[src/rtl/dual_issue_fetch_queue.sv]
// Purpose: fetch-to-decode instruction queue. Accepts one {instr, pc} per cycle
//          and presents the two oldest entries as an issue pair to dual decode.
// Latency: an enqueued entry is visible at the slot outputs the next cycle (no bypass).
// Backpressure: enq_ready_o drops when full, and only registered occupancy drives it.
//          A same-cycle pop does not make room.
// Ports:
//   clk_i, reset_n_i                        clock, async active-low reset
//   enq_v_i/enq_instr_i/enq_pc_i/enq_ready_o  fetch-side valid/ready enqueue
//   deq_v0_o/deq_instr0_o/deq_pc0_o         slot 0 (oldest entry)
//   deq_v1_o/deq_instr1_o/deq_pc1_o         slot 1 (second-oldest entry)
//   yumi_i, do_single_issue_i               decode consumes one or two entries
//   flush_i                                 redirect, empties the queue
//   count_o                                 current occupancy
module dual_issue_fetch_queue #(
  parameter int els_p      = 4,
  parameter int pc_width_p = 22
) (
  input  logic                       clk_i,
  input  logic                       reset_n_i,
  input  logic                       enq_v_i,
  input  logic [31:0]                enq_instr_i,
  input  logic [pc_width_p-1:0]      enq_pc_i,
  output logic                       enq_ready_o,
  output logic                       deq_v0_o,
  output logic [31:0]                deq_instr0_o,
  output logic [pc_width_p-1:0]      deq_pc0_o,
  output logic                       deq_v1_o,
  output logic [31:0]                deq_instr1_o,
  output logic [pc_width_p-1:0]      deq_pc1_o,
  input  logic                       yumi_i,
  input  logic                       do_single_issue_i,
  input  logic                       flush_i,
  output logic [$clog2(els_p+1)-1:0] count_o
);

  localparam int          ptr_w_lp = $clog2(els_p);
  localparam int          cnt_w_lp = $clog2(els_p+1);
  localparam logic [31:0] nop_lp   = 32'h00000013;

  // Storage is deliberately not reset; validity comes from r_count alone.
  logic [31:0]           r_instr [els_p];
  logic [pc_width_p-1:0] r_pc    [els_p];

  logic [ptr_w_lp-1:0]   r_rd_ptr;
  logic [ptr_w_lp-1:0]   r_wr_ptr;
  logic [cnt_w_lp-1:0]   r_count;

  logic                  w_v0;
  logic                  w_v1;
  logic                  w_enq_fire;
  logic [1:0]            w_pop_cnt;
  logic [ptr_w_lp-1:0]   w_rd1_ptr;

  assign w_v0        = (r_count != '0);
  assign w_v1        = (r_count >= cnt_w_lp'(2));
  assign enq_ready_o = (r_count < cnt_w_lp'(els_p));
  assign w_enq_fire  = enq_v_i & enq_ready_o & ~flush_i;

  // Power-of-two depth: the pointer width wraps modulo els_p for free.
  assign w_rd1_ptr   = r_rd_ptr + ptr_w_lp'(1);

  // A yumi with nothing in slot 0 is ignored rather than corrupting the count.
  always_comb begin
    w_pop_cnt = 2'd0;
    if (yumi_i && !flush_i && w_v0) begin
      w_pop_cnt = (w_v1 && !do_single_issue_i) ? 2'd2 : 2'd1;
    end
  end

  always_ff @(posedge clk_i or negedge reset_n_i) begin
    if (!reset_n_i) begin
      r_rd_ptr <= '0;
      r_wr_ptr <= '0;
      r_count  <= '0;
    end else if (flush_i) begin
      r_rd_ptr <= '0;
      r_wr_ptr <= '0;
      r_count  <= '0;
    end else begin
      r_rd_ptr <= r_rd_ptr + ptr_w_lp'(w_pop_cnt);
      if (w_enq_fire) begin
        r_wr_ptr <= r_wr_ptr + ptr_w_lp'(1);
      end
      r_count  <= r_count + cnt_w_lp'(w_enq_fire) - cnt_w_lp'(w_pop_cnt);
    end
  end

  always_ff @(posedge clk_i) begin
    if (w_enq_fire) begin
      r_instr[r_wr_ptr] <= enq_instr_i;
      r_pc[r_wr_ptr]    <= enq_pc_i;
    end
  end

  // Empty slots show a NOP at PC 0 so decode never sees stale storage.
  assign deq_v0_o     = w_v0;
  assign deq_instr0_o = w_v0 ? r_instr[r_rd_ptr]  : nop_lp;
  assign deq_pc0_o    = w_v0 ? r_pc[r_rd_ptr]     : '0;
  assign deq_v1_o     = w_v1;
  assign deq_instr1_o = w_v1 ? r_instr[w_rd1_ptr] : nop_lp;
  assign deq_pc1_o    = w_v1 ? r_pc[w_rd1_ptr]    : '0;
  assign count_o      = r_count;

  a_yumi_needs_v0: assert property (
    @(posedge clk_i) disable iff (!reset_n_i) !(yumi_i && !w_v0)
  );

endmodule

[config.mk]
export PLATFORM = sky130hd
export DESIGN_NAME = dual_issue_fetch_queue
export DESIGN_NICKNAME = d
export VERILOG_FILES = /design/src/rtl/dual_issue_fetch_queue.sv
export SDC_FILE = /design/constraint.sdc
export NUM_CORES = 1
export LEC_CHECK = 0
export CAP_MARGIN = 20
export CORE_UTILIZATION = 46
export CTS_BUF_LIST = sky130_fd_sc_hd__clkbuf_8
export CTS_CLUSTER_DIAMETER = 150
export DETAILED_ROUTE_END_ITERATION = 8
export PLACE_DENSITY_LB_ADDON = 0.1
export SYNTH_ARGS = -nofsm -noshare
export SYNTH_HDL_FRONTEND = slang
export SYNTH_SLANG_ARGS = --single-unit
[constraint.sdc]
create_clock -name clk_i -period 8.2 [get_ports clk_i]
set_clock_uncertainty 0.2 [all_clocks]
set_input_delay 2.05 -clock clk_i [delete_from_list [all_inputs] [get_ports clk_i]]
set_output_delay 2.05 -clock clk_i [all_outputs]
set_load 0.03 [all_outputs]
==> flow_summary.json, run 1 <==
{
  "status": "finished, violations left",
  "failed_checks": "design-rule violations",
  "wl_um": 22200,
  "portBuffers": 173,
  "dpl_cell_area_sq_um": 12300,
  "dr.first_iter.drc_count": 337,
  "slew_violations": 0,
  "max_freq_mhz": 172,
  "synth_most_common_cell": "edfxtp_1",
  "worstMarginPinSlew_ns": 1.02,
  "wl_per_cell_um": 21.9,
  "syn_area_sq_um": 10300,
  "setup_violations": 0,
  "peakVddDrop_mv": 0.170,
  "layout-drive-gt1-share": 0.231,
  "synth_ff_type": "edfxtp_1",
  "track_usage": 0.199,
  "cts_tree": "yes",
  "fin_crit_ns": 5.83,
  "ctsResizeCount": 0,
  "powerDensity_nw_per_um2": 305,
  "ant_nets": 0,
  "gp_congestion": 0.720,
  "grt_pass1_vias": 6202,
  "max_stage_delay_ns": 1.09,
  "clock_latency_ns": 0.51,
  "antennaDiodeCount": 0,
  "drc": 22,
  "clockRootBuffer": "clkbuf_8",
  "clk_path_buf_depth": 3,
  "tns_ns": 0,
  "worst_path_max_delay_cell": "dfrtp_4",
  "async_flop_share": 0.0314,
  "floorplan.initialDensity": 0.471,
  "crit_fanout": 72,
  "max_cap_viol_count": 0,
  "cts.reportedPaths.clkPinSlew_ns": 0.05,
  "ioPinCount": 174,
  "synth_top_cells_by_count": "edfxtp_1, mux4_2, and2_1",
  "postCtsSetupRepairBufs": 0,
  "antenna_found_initial": 0,
  "slew_headroom": 0.323,
  "cp_data_arrival_time_ns": 3.58,
  "timing_hold_violations_final": 0,
  "htree_levels": 2,
  "yosysWarnings": 0,
  "dp_hpwl_um": 13500,
  "synth_cell_types": 30,
  "ys_seq_area_frac": 0.644,
  "critical_path_class": "reg -> out",
  "critPathLaunchType": "flip-flop",
  "avgSynthCellArea_sq_um": 19.9,
  "cts_made_buffers": 39,
  "synthTopCellsByArea": "edfxtp_1, mux4_2, and2_1",
  "crit_chain": "buf_4, mux4_2, and2_1, clkdlybuf4s50_1",
  "viasPerCell": 5.57,
  "p_leak_nw": 4.22,
  "postLayoutCellArea_sq_um": 13000,
  "area_delta_synth_final_pct": 25.8,
  "die_area_sq_um": 23100,
  "syn_nets": 588,
  "finalCritPeriodShare": 0.711,
  "grt.overflow.total": 0,
  "min_path_type": "reg -> reg",
  "grt_pass1_wl_um": 35000,
  "grt_max_degree": 73,
  "yosys.area.top_type_share": 0.627,
  "synth-seq-cells": 223,
  "rsz0062_at_grt": "false",
  "cts-hold-fix-buffers": 0,
  "synth_edf_count": 216,
  "end_kind": "output pin",
  "fp.coreArea_sq_um": 22000,
  "synth_area_leader_cell": "edfxtp_1",
  "netlist_instances": 520,
  "cts_sinks": 223,
  "num-nets-final": 776,
  "rows": 54,
  "firstDrtPassIters": 7,
  "num_vias": 5638,
  "die_h_um": 152,
  "dieWidth_um": 152,
  "cp_data_required_time_ns": 5.95
}
-- per-layer routing --
layer | vias up | track usage | share of wire
met2 | 182 | 0.349 | 0.52
li1 | 2484 | - | -
met1 | 2934 | 0.242 | 0.39
met5 | - | 0 | 0
met4 | 0 | 0.0564 | 0.018
met3 | 38 | 0.0539 | 0.069
-- path summary, 6_finish.rpt --
kind                             startpoint  slack (ns)  cells after the start              to
max in group asynchronous         reset_n_i        5.90                      1     r_rd_ptr[1]
worst max-delay path            r_rd_ptr[0]        2.37                      4   deq_pc1_o[21]
worst min register to register  r_wr_ptr[1]        0.41                      2     r_wr_ptr[1]
min in group asynchronous         reset_n_i        1.61                      1     r_wr_ptr[0]
worst min-delay path            r_wr_ptr[1]        0.41                      2     r_wr_ptr[1]
worst max register to register   count_o[2]        5.38                      3  r_instr[3][18]
-- logic make-up after synthesis --
| kind of cell | after synthesis | synth area share |
|---|---|---|
| flip-flops | 223 | 0.644 |
| AND/OR/NAND/NOR | 128 | 0.0806 |
| multiplexers | 110 | 0.237 |
| buffers and inverters | 44 | 0.0224 |
| adder cells (fa/ha/maj) | 8 | 0.0104 |
| XOR/XNOR | 4 | 0.00339 |
| AO/OA/AOI/OAI | 3 | 0.00157 |
-- power by group --
group	leakage [nW]	internal, mW	switching, mW
Clock	0.384	0.456	0.413
Combinational	1.79	0.750	0.950
Sequential	2.05	1.33	0.0634
Total	4.22	2.54	1.43
-- area by class of cell --
class,instances,area [sq um]
sequential,223,6670
timing repair buffer,182,1840
fill,1704,8950
multi-input combinational,253,3450
tap,280,350
clock inverter,25,96.3
clock buffer,41,564
inverter,9,33.8
-- worst max-delay path, delay by kind of cell (launching register included) --
family	cells	cell delay (ns)
AND/OR/NAND/NOR	1	0.19
multiplexers	1	0.56
buffers and inverters	2	1.19
flip-flops	1	1.09
-- state kept, by name, summed over array words and instances, names as in the netlist --
signal / cells
count_o: 3
r_wr_ptr: 2
r_pc: 88
r_instr: 128
r_rd_ptr: 2
-- placed cells by master, fill, tap and decap left out, types with 7 or more instances in the layout --
cell,n
nor2b_1,27
clkinv_1,11
mux4_2,108
edfxtp_1,216
clkbuf_8,41
ha_1,7
and2_1,51
and2b_1,28
clkdlybuf4s50_1,173
inv_1,20
-- per-stage QoR --
step | power [mW] | utilization | hold WS, ns | setup WS, ns | instances
floorplan | 2.45 | - | 0.338 | 3.68 | 520
global placement | 3.10 | 0.560 | 0.355 | 2.74 | 945
detailed placement | 3.12 | 0.560 | 0.383 | 2.65 | 945
CTS | 4.00 | 0.590 | 0.397 | 2.10 | 1011
global route | 4.14 | 0.592 | 0.425 | 2.17 | 1013
finish | 3.96 | 0.592 | 0.413 | 2.37 | 1013
Note: power is estimated with default switching activity, not from simulation.
==> inputs of run 2 (changes only) <==
==> constraint.sdc (replaced) <==
create_clock -name clk_i -period 5.6 [get_ports clk_i]
set_clock_uncertainty 0.2 [all_clocks]
set_input_delay 1.4 -clock clk_i [delete_from_list [all_inputs] [get_ports clk_i]]
set_output_delay 1.4 -clock clk_i [all_outputs]
set_load 0.03 [all_outputs]
==> flow_summary.json, run 2 (same netlist as run 1, synthesis figures left out) <==
{
  "largest_register": "r_instr",
  "crit_fanout": 52,
  "gp_congestion": 0.744,
  "ioPinCount": 174,
  "viasPerCell": 5.64,
  "htree_levels": 2,
  "min_path_type": "reg -> reg",
  "layout-drive-gt1-share": 0.244,
  "seq_area_sq_um": 6670,
  "grt_pass1_wl_um": 36000,
  "grt.overflow.total": 0,
  "cts.reportedPaths.clkPinSlew_ns": 0.05,
  "num_vias": 5768,
  "cts-hold-fix-buffers": 0,
  "pwr-share-comb": 0.432,
  "end_kind": "output pin",
  "max_freq_mhz": 217,
  "utilization": 0.596,
  "final_common_cell": "edfxtp_1",
  "cts_sinks": 223,
  "wl_per_cell_um": 22.8,
  "die_area_sq_um": 23100,
  "wl_um": 23300,
  "rows": 54,
  "dieWidth_um": 152,
  "clk_path_buf_depth": 3,
  "finalCritPeriodShare": 0.822,
  "ctsResizeCount": 0,
  "clockRootBuffer": "clkbuf_8",
  "peakVddDrop_mv": 0.274,
  "dp_hpwl_um": 14500,
  "clock_latency_ns": 0.52,
  "status": "finished, violations left",
  "track_usage": 0.205,
  "grt_max_degree": 55,
  "cts_tree": "yes",
  "cp_data_arrival_time_ns": 3.00,
  "tns_ns": 0,
  "area_delta_synth_final_pct": 26.7,
  "p_leak_nw": 4.29,
  "swShare": 0.363,
  "critPathLaunchType": "flip-flop",
  "setup_violations": 0,
  "power_frac_seq": 0.346,
  "cts_made_buffers": 38,
  "antennaDiodeCount": 0,
  "p_int_mw": 3.74,
  "final_cell_mix": "edfxtp_1, clkdlybuf4s50_1, mux4_2",
  "rsz0062_at_grt": "false",
  "multi_input_area_sq_um": 3450,
  "clock_power_share": 0.223,
  "powerDensity_nw_per_um2": 448,
  "ant_nets": 0,
  "power_mw": 5.87,
  "floorplan.initialDensity": 0.471,
  "firstDrtPassIters": 6,
  "antenna_found_initial": 0,
  "fin_crit_ns": 4.60,
  "fp.coreArea_sq_um": 22000,
  "slew_headroom": 0.482,
  "critical_path_class": "reg -> out",
  "switching_power_mw": 2.13,
  "dr.first_iter.drc_count": 316,
  "drc": 22,
  "num-nets-final": 784,
  "nFillCells": 1627,
  "cp_data_required_time_ns": 4.00,
  "portBuffers": 173,
  "max_cap_viol_count": 0,
  "worstMarginPinSlew_ns": 0.777,
  "postCtsSetupRepairBufs": 0,
  "grt_pass1_vias": 6468,
  "timing_hold_violations_final": 0,
  "largest_reg_flops": 128,
  "slew_violations": 0,
  "failed_checks": "design-rule violations",
  "die_h_um": 152
}
-- run 2: cell count changes in the layout (fill, tap and decap cells not counted), sizes merged --
| cell | before | now |
|---|---|---|
| buf | 9 | 18 |
| clkbuf | 41 | 42 |
| clkinv | 13 | 12 |
| inv | 21 | 22 |
-- run 2: metal layers --
| metal | routed length, um | GRT usage |
|---|---|---|
| met1 | 9580 | 0.253 |
| met2 | 11900 | 0.354 |
| met3 | 1390 | 0.0505 |
| met4 | 442 | 0.0729 |
| met5 | 0 | 0 |
-- run 2: worst max-delay path: stages, from the launching register on --
cell and delay (ns):
dfrtp_4 0.68, buf_12 0.41, mux4_2 0.60, and2b_1 0.18
clkdlybuf4s50_1 0.59
-- run 2: final cells by class --
cell class                 count  share of cell area
tap                          280              0.0268
clock inverter                25             0.00755
clock buffer                  42              0.0441
inverter                       9             0.00258
multi-input combinational    253               0.263
sequential                   223               0.509
timing repair buffer         191               0.146
-- run 2: path summary, 6_finish.rpt --
check                       startpoint           end  slack [ns]  depth (start not counted)
max in group asynchronous    reset_n_i   r_rd_ptr[1]        3.95                          1
max reg2reg                 count_o[2]    count_o[2]        2.92                          8
min reg2reg                r_wr_ptr[1]   r_wr_ptr[1]        0.41                          2
max                        r_rd_ptr[1]  deq_pc0_o[5]         1.0                          4
min                        r_wr_ptr[1]   r_wr_ptr[1]        0.41                          2
min in group asynchronous    reset_n_i   r_rd_ptr[0]        0.95                          1
-- run 2: through the flow --
stage,instances,setup slack (ns),hold slack [ns],area (sq um)
final,1023,0.996,0.408,13100
after detailed placement,956,1.40,0.396,12400
after global routing,1023,0.852,0.458,13100
after floorplan,520,1.73,0.338,10300
after CTS,1023,0.935,0.408,13100
after global placement,956,1.51,0.367,12400
-- run 2: power by group through the flow --
stage | clock network, mW | registers (mW) | logic (mW)
floorplan | 0 | 2.03 | 1.55
global placement | 0 | 2.05 | 2.55
detailed placement | 0 | 2.06 | 2.56
CTS | 1.35 | 2.03 | 2.57
global route | 1.42 | 2.04 | 2.67
finish | 1.31 | 2.03 | 2.53
==> inputs of run 3 (changes only) <==
==> constraint.sdc (replaced) <==
create_clock -name clk_i -period 4.8 [get_ports clk_i]
set_clock_uncertainty 0.2 [all_clocks]
set_input_delay 1.2 -clock clk_i [delete_from_list [all_inputs] [get_ports clk_i]]
set_output_delay 1.2 -clock clk_i [all_outputs]
set_load 0.03 [all_outputs]
==> flow_summary.json, run 3 (same netlist as run 1, synthesis figures left out) <==
{
  "worstHoldPathCells": 2,
  "layout-drive-gt1-share": 0.243,
  "htree_levels": 2,
  "setup_violations": 0,
  "max_cap_viol_count": 0,
  "fin_cells": 1023,
  "rrSetupSlack_ns": 2.13,
  "cts_tree": "yes",
  "end_kind": "output pin",
  "cts.reportedPaths.clkPinSlew_ns": 0.06,
  "worstHoldEndpoint": "r_wr_ptr[1]",
  "utilization": 0.598,
  "cts-hold-fix-buffers": 0,
  "ff2ff_path_depth": 8,
  "hp-start": "r_wr_ptr[1]",
  "tns_ns": 0,
  "dr.first_iter.drc_count": 215,
  "firstDrtPassIters": 6,
  "final_cell_mix": "edfxtp_1, clkdlybuf4s50_1, mux4_2",
  "powerDensity_nw_per_um2": 517,
  "dieWidth_um": 152,
  "dpl_cell_area_sq_um": 12500,
  "max_stage_delay_ns": 0.77,
  "grt_max_degree": 55,
  "largest_register": "r_instr",
  "critPathLaunchType": "flip-flop",
  "peakVddDrop_mv": 0.356,
  "dp_hpwl_um": 14400,
  "r2r-start": "count_o[2]",
  "crit_chain": "buf_12, mux4_2, and2_1, clkdlybuf4s50_1",
  "crit_fanout": 34,
  "r2r_end": "count_o[2]",
  "ioPinCount": 174,
  "area_delta_synth_final_pct": 26.9,
  "worstMarginPinSlew_ns": 0.814,
  "ctsResizeCount": 0,
  "largest_reg_flops": 128,
  "wl_per_cell_um": 22.0,
  "final_common_cell": "edfxtp_1",
  "crit_buf_inv": 2,
  "cp_data_arrival_time_ns": 2.97,
  "critical_path_class": "reg -> out",
  "slew_headroom": 0.458,
  "num-nets-final": 784,
  "holdWs_ns": 0.405,
  "status": "finished, violations left",
  "gp_congestion": 0.789,
  "grt.overflow.total": 0,
  "rows": 54,
  "max_freq_mhz": 229,
  "nFillCells": 1626,
  "clockRootBuffer": "clkbuf_8",
  "fp.coreArea_sq_um": 22000,
  "portBuffers": 173,
  "slew_violations": 0,
  "drc": 22,
  "cp_data_required_time_ns": 3.40,
  "worst_path_max_delay_cell": "dfrtp_4",
  "floorplan.initialDensity": 0.471,
  "finalCritPeriodShare": 0.910,
  "place_inst": 957,
  "grt_pass1_wl_um": 35500,
  "die_area_sq_um": 23100,
  "cts_made_buffers": 37,
  "p_leak_nw": 4.28,
  "ant_nets": 0,
  "min_path_type": "reg -> reg",
  "dp_slack_ns": 0.821,
  "cts_sinks": 223,
  "viasPerCell": 5.66,
  "timing_hold_violations_final": 0,
  "grt_pass1_vias": 6253,
  "track_usage": 0.202,
  "crit_family": "buffers and inverters",
  "clock_latency_ns": 0.51,
  "clk_path_buf_depth": 3,
  "postCtsSetupRepairBufs": 0,
  "die_h_um": 152,
  "rsz0062_at_grt": "false",
  "failed_checks": "design-rule violations",
  "num_vias": 5793,
  "fin_ws_ns": 0.430,
  "fin_crit_ns": 4.37,
  "wl_um": 22500,
  "power_mw": 6.78,
  "postLayoutCellArea_sq_um": 13100,
  "antenna_found_initial": 1
}
[run 3: cell count changes in the layout (fill, tap and decap cells not counted)]
cell | previous run | this run
diode_2 | 0 | 1
clkbuf_8 | 42 | 39
buf_12 | 4 | 8
buf_4 | 14 | 11
clkinvlp_4 | 0 | 1
[run 3: worst max-delay path by stage]
stage,end,from,slack (ns),cells past startpoint
after global routing,deq_pc0_o[2],r_rd_ptr[1],0.25,4
after floorplan,r_instr[0][0],flush_i,1.13,3
final,deq_instr1_o[30],r_rd_ptr[1],0.43,4
after CTS,deq_instr1_o[30],r_rd_ptr[1],0.32,4
after global placement,r_instr[0][9],flush_i,0.86,4
after detailed placement,r_instr[0][6],flush_i,0.82,4
[run 3: worst min-delay path: stages, from the launching register on]
cell and delay [ns]:
dfrtp_1 0.40, mux2i_1 0.09, nor2_1 0.08
[run 3: final cells by class]
type                    count  area (sq um)  share of cell area
flip-flops and latches    223          6670               0.508
multi-input cells         253          3450               0.263
repair buffers            192          1970               0.150
clock buffers              39           537              0.0409
well taps                 280           350              0.0267
clock inverters            26           106             0.00810
inverters                   9          33.8             0.00257
diodes                      1          2.50            0.000191
[run 3: layer usage]
metal	vias to the layer above	routed length, um	GRT usage
met3	29	1610	0.0542
met1	3044	8860	0.245
met5	-	0	0
li1	2506	-	-
met2	214	11700	0.356
met4	0	378	0.0549
[run 3: power breakdown]
group / internal, mW / switching [mW] / leakage, nW
Combinational: 1.30 / 1.66 / 1.86
Clock: 0.748 / 0.693 / 0.378
Sequential: 2.27 / 0.106 / 2.05
